<file path="src/rtl/input_conditioner.sv">
// Button front end: sync, debounce, press detect, frame auto-repeat, frame-held commands.
// Optional START lock after reset: define INPUT_START_LOCK_EN.
module input_conditioner #(
  parameter int DEBOUNCE_CYCLES = 250000,
  parameter int REPEAT_DELAY    = 10,
  parameter int REPEAT_RATE     = 3
) (
  input  logic       clock,
  input  logic       reset,
  input  logic [4:0] btn,
  input  logic       vsync,
  output logic [4:0] operation,
  output logic [4:0] btn_level
);

  localparam int CW = (DEBOUNCE_CYCLES > 1) ? $clog2(DEBOUNCE_CYCLES) : 1;
  localparam logic [CW-1:0] DB_MAX = CW'(DEBOUNCE_CYCLES - 1);
  localparam logic [3:0]    RD_MAX = 4'(REPEAT_DELAY - 1);
  localparam logic [3:0]    RR_MAX = 4'(REPEAT_RATE - 1);

  typedef enum logic [1:0] {
    S_IDLE,
    S_DELAY,
    S_REPEAT
  } rpt_state_t;

  logic [4:0]    r_sync1;
  logic [4:0]    r_sync2;
  logic [4:0]    r_level;
  logic [4:0]    r_press;
  logic [CW-1:0] r_db_cnt [5];
  logic          r_vsync_q;
  logic [4:0]    r_pending;
  logic [4:0]    r_operation;
  rpt_state_t    r_state [3];
  logic [3:0]    r_fcnt  [3];

  logic [4:0]    w_lvl_next;
  logic [CW-1:0] w_cnt_next [5];
  rpt_state_t    w_state_next [3];
  logic [3:0]    w_fcnt_next  [3];
  logic [2:0]    w_rpt_ev;
  logic [4:0]    w_ev;
  logic [4:0]    w_ev_in;
  logic [4:0]    w_xfer;
  logic [4:0]    w_xfer_ok;
  logic          w_tick;

  assign w_tick    = vsync & ~r_vsync_q;
  assign btn_level = r_level;
  assign operation = r_operation;

  always_comb begin
    w_lvl_next = r_level;
    for (int i = 0; i < 5; i++) begin
      w_cnt_next[i] = '0;
      if (r_sync2[i] != r_level[i]) begin
        if (r_db_cnt[i] == DB_MAX) begin
          w_lvl_next[i] = ~r_level[i];
        end else begin
          w_cnt_next[i] = r_db_cnt[i] + 1'b1;
        end
      end
    end
  end

  // Repeat next-state; a released button drops to IDLE without an event.
  always_comb begin
    for (int i = 0; i < 3; i++) begin
      w_state_next[i] = r_state[i];
      w_fcnt_next[i]  = r_fcnt[i];
      w_rpt_ev[i]     = 1'b0;
      if (!r_level[i]) begin
        w_state_next[i] = S_IDLE;
        w_fcnt_next[i]  = 4'd0;
      end else begin
        unique case (r_state[i])
          S_IDLE: begin
            if (r_press[i]) begin
              w_rpt_ev[i]     = 1'b1;
              w_fcnt_next[i]  = 4'd0;
              w_state_next[i] = S_DELAY;
            end
          end
          S_DELAY: begin
            if (w_tick) begin
              if (r_fcnt[i] == RD_MAX) begin
                w_rpt_ev[i]     = 1'b1;
                w_fcnt_next[i]  = 4'd0;
                w_state_next[i] = S_REPEAT;
              end else if (r_fcnt[i] != 4'hF) begin
                w_fcnt_next[i] = r_fcnt[i] + 4'd1;
              end
            end
          end
          S_REPEAT: begin
            if (w_tick) begin
              if (r_fcnt[i] == RR_MAX) begin
                w_rpt_ev[i]    = 1'b1;
                w_fcnt_next[i] = 4'd0;
              end else if (r_fcnt[i] != 4'hF) begin
                w_fcnt_next[i] = r_fcnt[i] + 4'd1;
              end
            end
          end
          default: begin
            w_state_next[i] = S_IDLE;
            w_fcnt_next[i]  = 4'd0;
          end
        endcase
      end
    end
  end

  assign w_ev = {r_press[4:3], w_rpt_ev};

`ifdef INPUT_START_LOCK_EN
  logic r_unlocked;
  assign w_ev_in = r_unlocked ? w_ev : (w_ev & 5'b10000);
`else
  assign w_ev_in = w_ev;
`endif

  // Opposing directions in one frame cancel each other.
  assign w_xfer = r_pending | w_ev_in;
  always_comb begin
    w_xfer_ok = w_xfer;
    if (w_xfer[0] && w_xfer[1]) begin
      w_xfer_ok[1:0] = 2'b00;
    end
  end

  always_ff @(posedge clock) begin
    if (reset) begin
      r_sync1     <= '0;
      r_sync2     <= '0;
      r_level     <= '0;
      r_press     <= '0;
      r_vsync_q   <= 1'b0;
      r_pending   <= '0;
      r_operation <= '0;
      for (int i = 0; i < 5; i++) begin
        r_db_cnt[i] <= '0;
      end
    end else begin
      r_sync1   <= btn;
      r_sync2   <= r_sync1;
      r_level   <= w_lvl_next;
      r_press   <= w_lvl_next & ~r_level;
      r_vsync_q <= vsync;
      for (int i = 0; i < 5; i++) begin
        r_db_cnt[i] <= w_cnt_next[i];
      end
      if (w_tick) begin
        r_operation <= w_xfer_ok;
        r_pending   <= '0;
      end else begin
        r_pending <= w_xfer;
      end
    end
  end

  always_ff @(posedge clock) begin
    if (reset) begin
      for (int i = 0; i < 3; i++) begin
        r_state[i] <= S_IDLE;
        r_fcnt[i]  <= 4'd0;
      end
    end else begin
      for (int i = 0; i < 3; i++) begin
        r_state[i] <= w_state_next[i];
        r_fcnt[i]  <= w_fcnt_next[i];
      end
    end
  end

`ifdef INPUT_START_LOCK_EN
  always_ff @(posedge clock) begin
    if (reset) begin
      r_unlocked <= 1'b0;
    end else if (w_tick && w_xfer_ok[4]) begin
      r_unlocked <= 1'b1;
    end
  end
`endif

endmodule

</file>
<file path="config.mk">
export PLATFORM = sky130hd
export DESIGN_NAME = input_conditioner
export DESIGN_NICKNAME = d
export VERILOG_FILES = /design/src/rtl/input_conditioner.sv
export SDC_FILE = /design/constraint.sdc
export NUM_CORES = 1
export LEC_CHECK = 0
export ABC_AREA = 1
export BUFFER_PORTS_ARGS = -buffer_cell sky130_fd_sc_hd__buf_2
export CORE_ASPECT_RATIO = 1.2
export CORE_MARGIN = 2
export CORE_UTILIZATION = 45
export CTS_CLUSTER_DIAMETER = 200
export DETAILED_ROUTE_END_ITERATION = 10
export GPL_TIMING_DRIVEN = 0
export PLACE_DENSITY = 0.7
export SKIP_CTS_REPAIR_TIMING = 1
export SLEW_MARGIN = 40
export SYNTH_ARGS = -nofsm -noshare
export SYNTH_HDL_FRONTEND = slang
export SYNTH_SLANG_ARGS = --single-unit
export TNS_END_PERCENT = 5
</file>
<file path="constraint.sdc">
create_clock -name clock -period 3.8 [get_ports clock]
set_input_delay 0.57 -clock clock [delete_from_list [all_inputs] [get_ports clock]]
set_output_delay 0.57 -clock clock [all_outputs]
set_load 0.02 [all_outputs]
</file>
# [After elaboration in Yosys (flattened, before gate mapping)]
# Memories as Yosys holds them, arrays and structs flattened.
# Cells that the tools add are included.
# W data, S select, Z words.
[word_totals] reg_bits=31 latchBits=0 ram_bits=108 romBits=0 in_bits=8 elab_cells=164 memories=3
[mem_list] memory="r_db_cnt" depth=5 word_bits=18 read_ports=5 rd_clocked_by_memory_dff=0 wr=5 line="31" text="logic [CW-1:0] r_db_cnt [5];"
[mem_list] memory="r_fcnt" depth=3 word_bits=4 read_ports=3 rd_clocked_by_memory_dff=0 wr=3 line="36" text="logic [3:0] r_fcnt [3];"
[mem_list] memory="r_state" depth=3 word_bits=2 read_ports=3 rd_clocked_by_memory_dff=0 wr=3 line="35" text="rpt_state_t r_state [3];"
[op_classes] addsub=8 n_mul=0 n_div=0 magnitude_cmp=0 eq_ne=25 n_shift=0 muxes=95 n_bitwise=21 reduce_logical=5
[op_table] operator="$mux W18" n=15
[op_table] operator="$mux W4" n=24
[op_table] operator="$add A18 B1 Y18 const B" n=5
[op_table] operator="$eq A18 B18 Y1 const B" n=5
[op_table] operator="$pmux W4 S3" n=3
[op_table] operator="$mux W2" n=16
[op_table] operator="$mux W1" n=31
[op_table] operator="$pmux W2 S3" n=3
[op_table] operator="$add A4 B1 Y4 const B" n=3
[op_table] operator="$eq A4 B2 Y1 const B" n=3
[op_table] operator="$eq A4 B4 Y1 const B" n=3
[op_table] operator="$ne A4 B4 Y1 const B" n=3
[op_table] operator="$or A1 B1 Y1" n=11
[op_table] operator="$pmux W1 S3" n=3
[op_table] operator="$eq A2 B1 Y1 const B" n=3
[op_table] operator="$eq A2 B2 Y1 const B" n=3
[op_table] operator="$logic_not A2 Y1" n=3
[op_table] operator="$not A1 Y1" n=6
[op_table] operator="$and A5 B5 Y5" n=1
[op_table] operator="$ne A1 B1 Y1" n=5
[op_table] operator="$not A5 Y5" n=1
[op_table] operator="$or A5 B5 Y5" n=1
[op_table] operator="$reduce_or A2 Y1" n=1
[op_table] operator="$and A1 B1 Y1" n=1
[op_table] operator="$logic_and A1 B1 Y1" n=1

# [Depth between registers and ports, before layout]
[depth] word_depth=8 mapped_depth=10

# [Worst setup path before layout]
# OpenSTA, ideal clock, no wires.
[synth_timing] path_kind="reg-to-reg" startpoint="mem r_db_cnt[0][72] (netlist name)" endpoint="mem r_db_cnt[0][79] (netlist name)" arrival_ps=1411 required_ps=3685 setup_slack_ps=2274 path_stages_with_launch=11 period_less_slack_ps=1526 cell_sequence="dfxtp_1 > ha_1 > nand2_2 > inv_2 > nand2_2 > or2_4 > nor2_4 > nand2_2 > nand2_4 > buf_12 > nor2_1"
[synth_rtl] item="start, declared" line="31"

==> out/metrics.csv <==
metric,value,unit
slowest_stage,dfxtp_1,
grt_pass1_wl,23.9,mm
arrival,2.09,ns
drt.antenna.violating_nets,0,
synth_compound_area_frac,0.0842,
synth_fa_ha_area_frac,0.0529,
portBuffers,16,
cts_made_buffers,17,
path_cells,ha_1 -> nand2_1 -> inv_1 -> nand3_1 -> nor2_1 -> nand2_1 -> nand2_2 -> buf_2 -> nor2_1,
relSlewSlack,0.647,
slowest_delay,0.43,ns
multiInputGateArea,3460,um2
postRouteWirelength,13.3,mm
netlist_instances,969,
peakVddDrop,0.000263,V
cap_violations,0,
finalSetupViolCount,0,
h-tree-depth,4,
required,4.11,ns
wl_per_cell,10.9,um
finalHoldViolations,0,
clk_path_buf_depth,2,
vias,5887,
routabilityCongestion,0.893,
yosysWarnings,0,
critPathLaunch,r_db_cnt[0][0],
powerDensity,427,nW/um2
synthToLayoutAreaGrowth,14.6,%
synth_cell_types,38,
cts_tree,yes,
max_freq,0.563,GHz
numClockSinks,139,
drive_gt1_frac,0.0905,
netlist_area,6860,um2
r2r_slack,2.02,ns
slew_viol_final,0,
finalSetupTns,0,ns
fin_crit_sh,0.468,
end_kind,flop,
grt_use_total,0.180,
antenna_found_initial,0,
pin_count,18,
reg2reg_from,r_db_cnt[0][0],
fillerInstances,1456,
critical_path.startpoint_type,flop,
rsz0062_at_grt,no,
worst_hold_path_type,in2reg,
core_area,15000,um2
place_inst,1189,
worstRegToRegCells,9,
synth_seq_area_share,0.406,
nNetsFinal,1041,
synth_top_family_by_area,simple AND/OR/NAND/NOR gates,
dpl.hpwl,9.76,mm
grt_max_degree,17,
synth-simple-area-share,0.336,
status,"finished, final reports clean",
synth_fp_nets,1006,
critPathMaxFanout,10,
synth_xor_area_frac,0.0306,
drc,0,
final_util,0.526,
ys_seq_elements,139,
avgSynthCellArea,7.08,um2
period_minus_slack,1.78,ns
clk_latency,0.42,ns
chipWidth,117,um
grt_remaining_overflow,0,
final_cell_count_no_fill,1221,
r2r_end,r_db_cnt[0][11],
cts.clk_slew.worst_paths,0.06,ns
cts-root-buf,clkbuf_16,
viasPerCell,4.82,
grt_pass1_vias,5462,
n_antenna_cell,0,
synthMuxAreaShare,0,
skew,0.00610,ns
rows,49,
start_util,0.459,
dieHeight,139,um
seq_area,2780,um2
p_leak,2.87,nW
dieArea,16300,um2
crit_path_end,r_db_cnt[0][11],
worstMarginPinSlew,0.524,ns
drtIter0Drc,349,
crit_type,reg2reg,
drt-pass1-iter-count,5,
-- metal layers --
metal	track usage	up-vias	routed length [um]
li1	-	3170	-
met1	0.224	2606	6230
met2	0.297	87	6380
met3	0.0470	24	425
met4	0.0669	0	297
met5	0	-	0
-- power breakdown --
group	switching, mW	leakage (nW)	total, mW	internal [mW]
sequential	0.00481	1.12	1.47	1.46
clock	0.611	0.327	1.85	1.24
combinational	0.0269	1.42	0.0396	0.0127
-- worst min-delay path by stage --
stage / start / to / slack [ns] / depth (start not counted)
2_1_floorplan: r_sync1[0] / r_sync2[0] / 0.39 / 2
3_3_place_gp: r_sync1[0] / r_sync2[0] / 0.39 / 2
3_5_place_dp: r_sync1[1] / r_sync2[1] / 0.40 / 2
4_1_cts: btn[3] / r_sync1[3] / 0.34 / 3
5_1_grt: btn[3] / r_sync1[3] / 0.35 / 3
6_report: btn[3] / r_sync1[3] / 0.35 / 3
-- kinds of logic after synthesis --
| group | Yosys count |
|---|---|
| compound gates | 112 |
| flops | 139 |
| xor+xnor | 24 |
| buf+inv | 155 |
| simple gates | 510 |
| fa+ha+maj | 29 |
-- critical path: cells and delay by family (launching register included) --
kind	cells	cell delay, ns
DFF	1	0.43
buffers and inverters	2	0.36
adders and majority gates	1	0.20
and+or+nand+nor	6	0.68
-- synthesized netlist by cell type, drive strengths merged --
library cell  count  area share
clkbuf            1     0.00055
xor2             18       0.023
inv             147       0.080
or2              13       0.012
nor3             40       0.032
a21oi            66       0.049
nand3b            8      0.0088
o22ai             2      0.0018
and2              2      0.0020
nand2           197        0.11
dfxtp           139        0.41
o21ai            41       0.030
a22oi             1      0.0011
xnor2             6      0.0077
nand4            27       0.025
nand3            61       0.045
ha               29       0.053
nor3b             6      0.0066
or3               3      0.0027
a21boi            2      0.0022
buf               7      0.0098
nor2            150       0.087
nor4              3      0.0027
-- flip-flops by register name, summed over array words and instances, names as in the netlist, 5 cells and up --
register and cells:
r_press 5, r_state 6, r_db_cnt 90, r_sync2 5, r_fcnt 12, btn_level 5
r_sync1 5, r_pending 5, operation 5
-- layout make-up --
cell class,count,area share
multi-input cells,675,0.439
flip-flops and latches,139,0.354
inverters,147,0.0701
clock buffers,22,0.0616
well taps,204,0.0324
clock inverters,10,0.0235
repair buffers,16,0.0102
plain buffers,8,0.00907
-- cell usage in the layout, fill, tap and decap left out, drive strengths merged, types with 27 or more instances in the layout --
| cell | netlist | layout |
|---|---|---|
| nand2 | 197 | 197 |
| nor2 | 150 | 150 |
| inv | 147 | 148 |
| dfxtp | 139 | 139 |
| a21oi | 66 | 66 |
| nand3 | 61 | 61 |
| o21ai | 41 | 41 |
| nor3 | 40 | 40 |
| ha | 29 | 29 |
| nand4 | 27 | 27 |
-- stage by stage --
stage          power [mW]  hold slack (ns)  area, um2  worst slack (ns)
2_1_floorplan        1.53            0.388       6860              2.27
3_3_place_gp         1.54            0.391       7200              1.95
3_5_place_dp         1.54            0.396       7200              1.86
4_1_cts              3.40            0.337       7870              1.97
5_1_grt              3.48            0.350       7870              1.82
6_report             3.36            0.351       7870              2.02
Note: power is estimated with default switching activity, not from simulation.
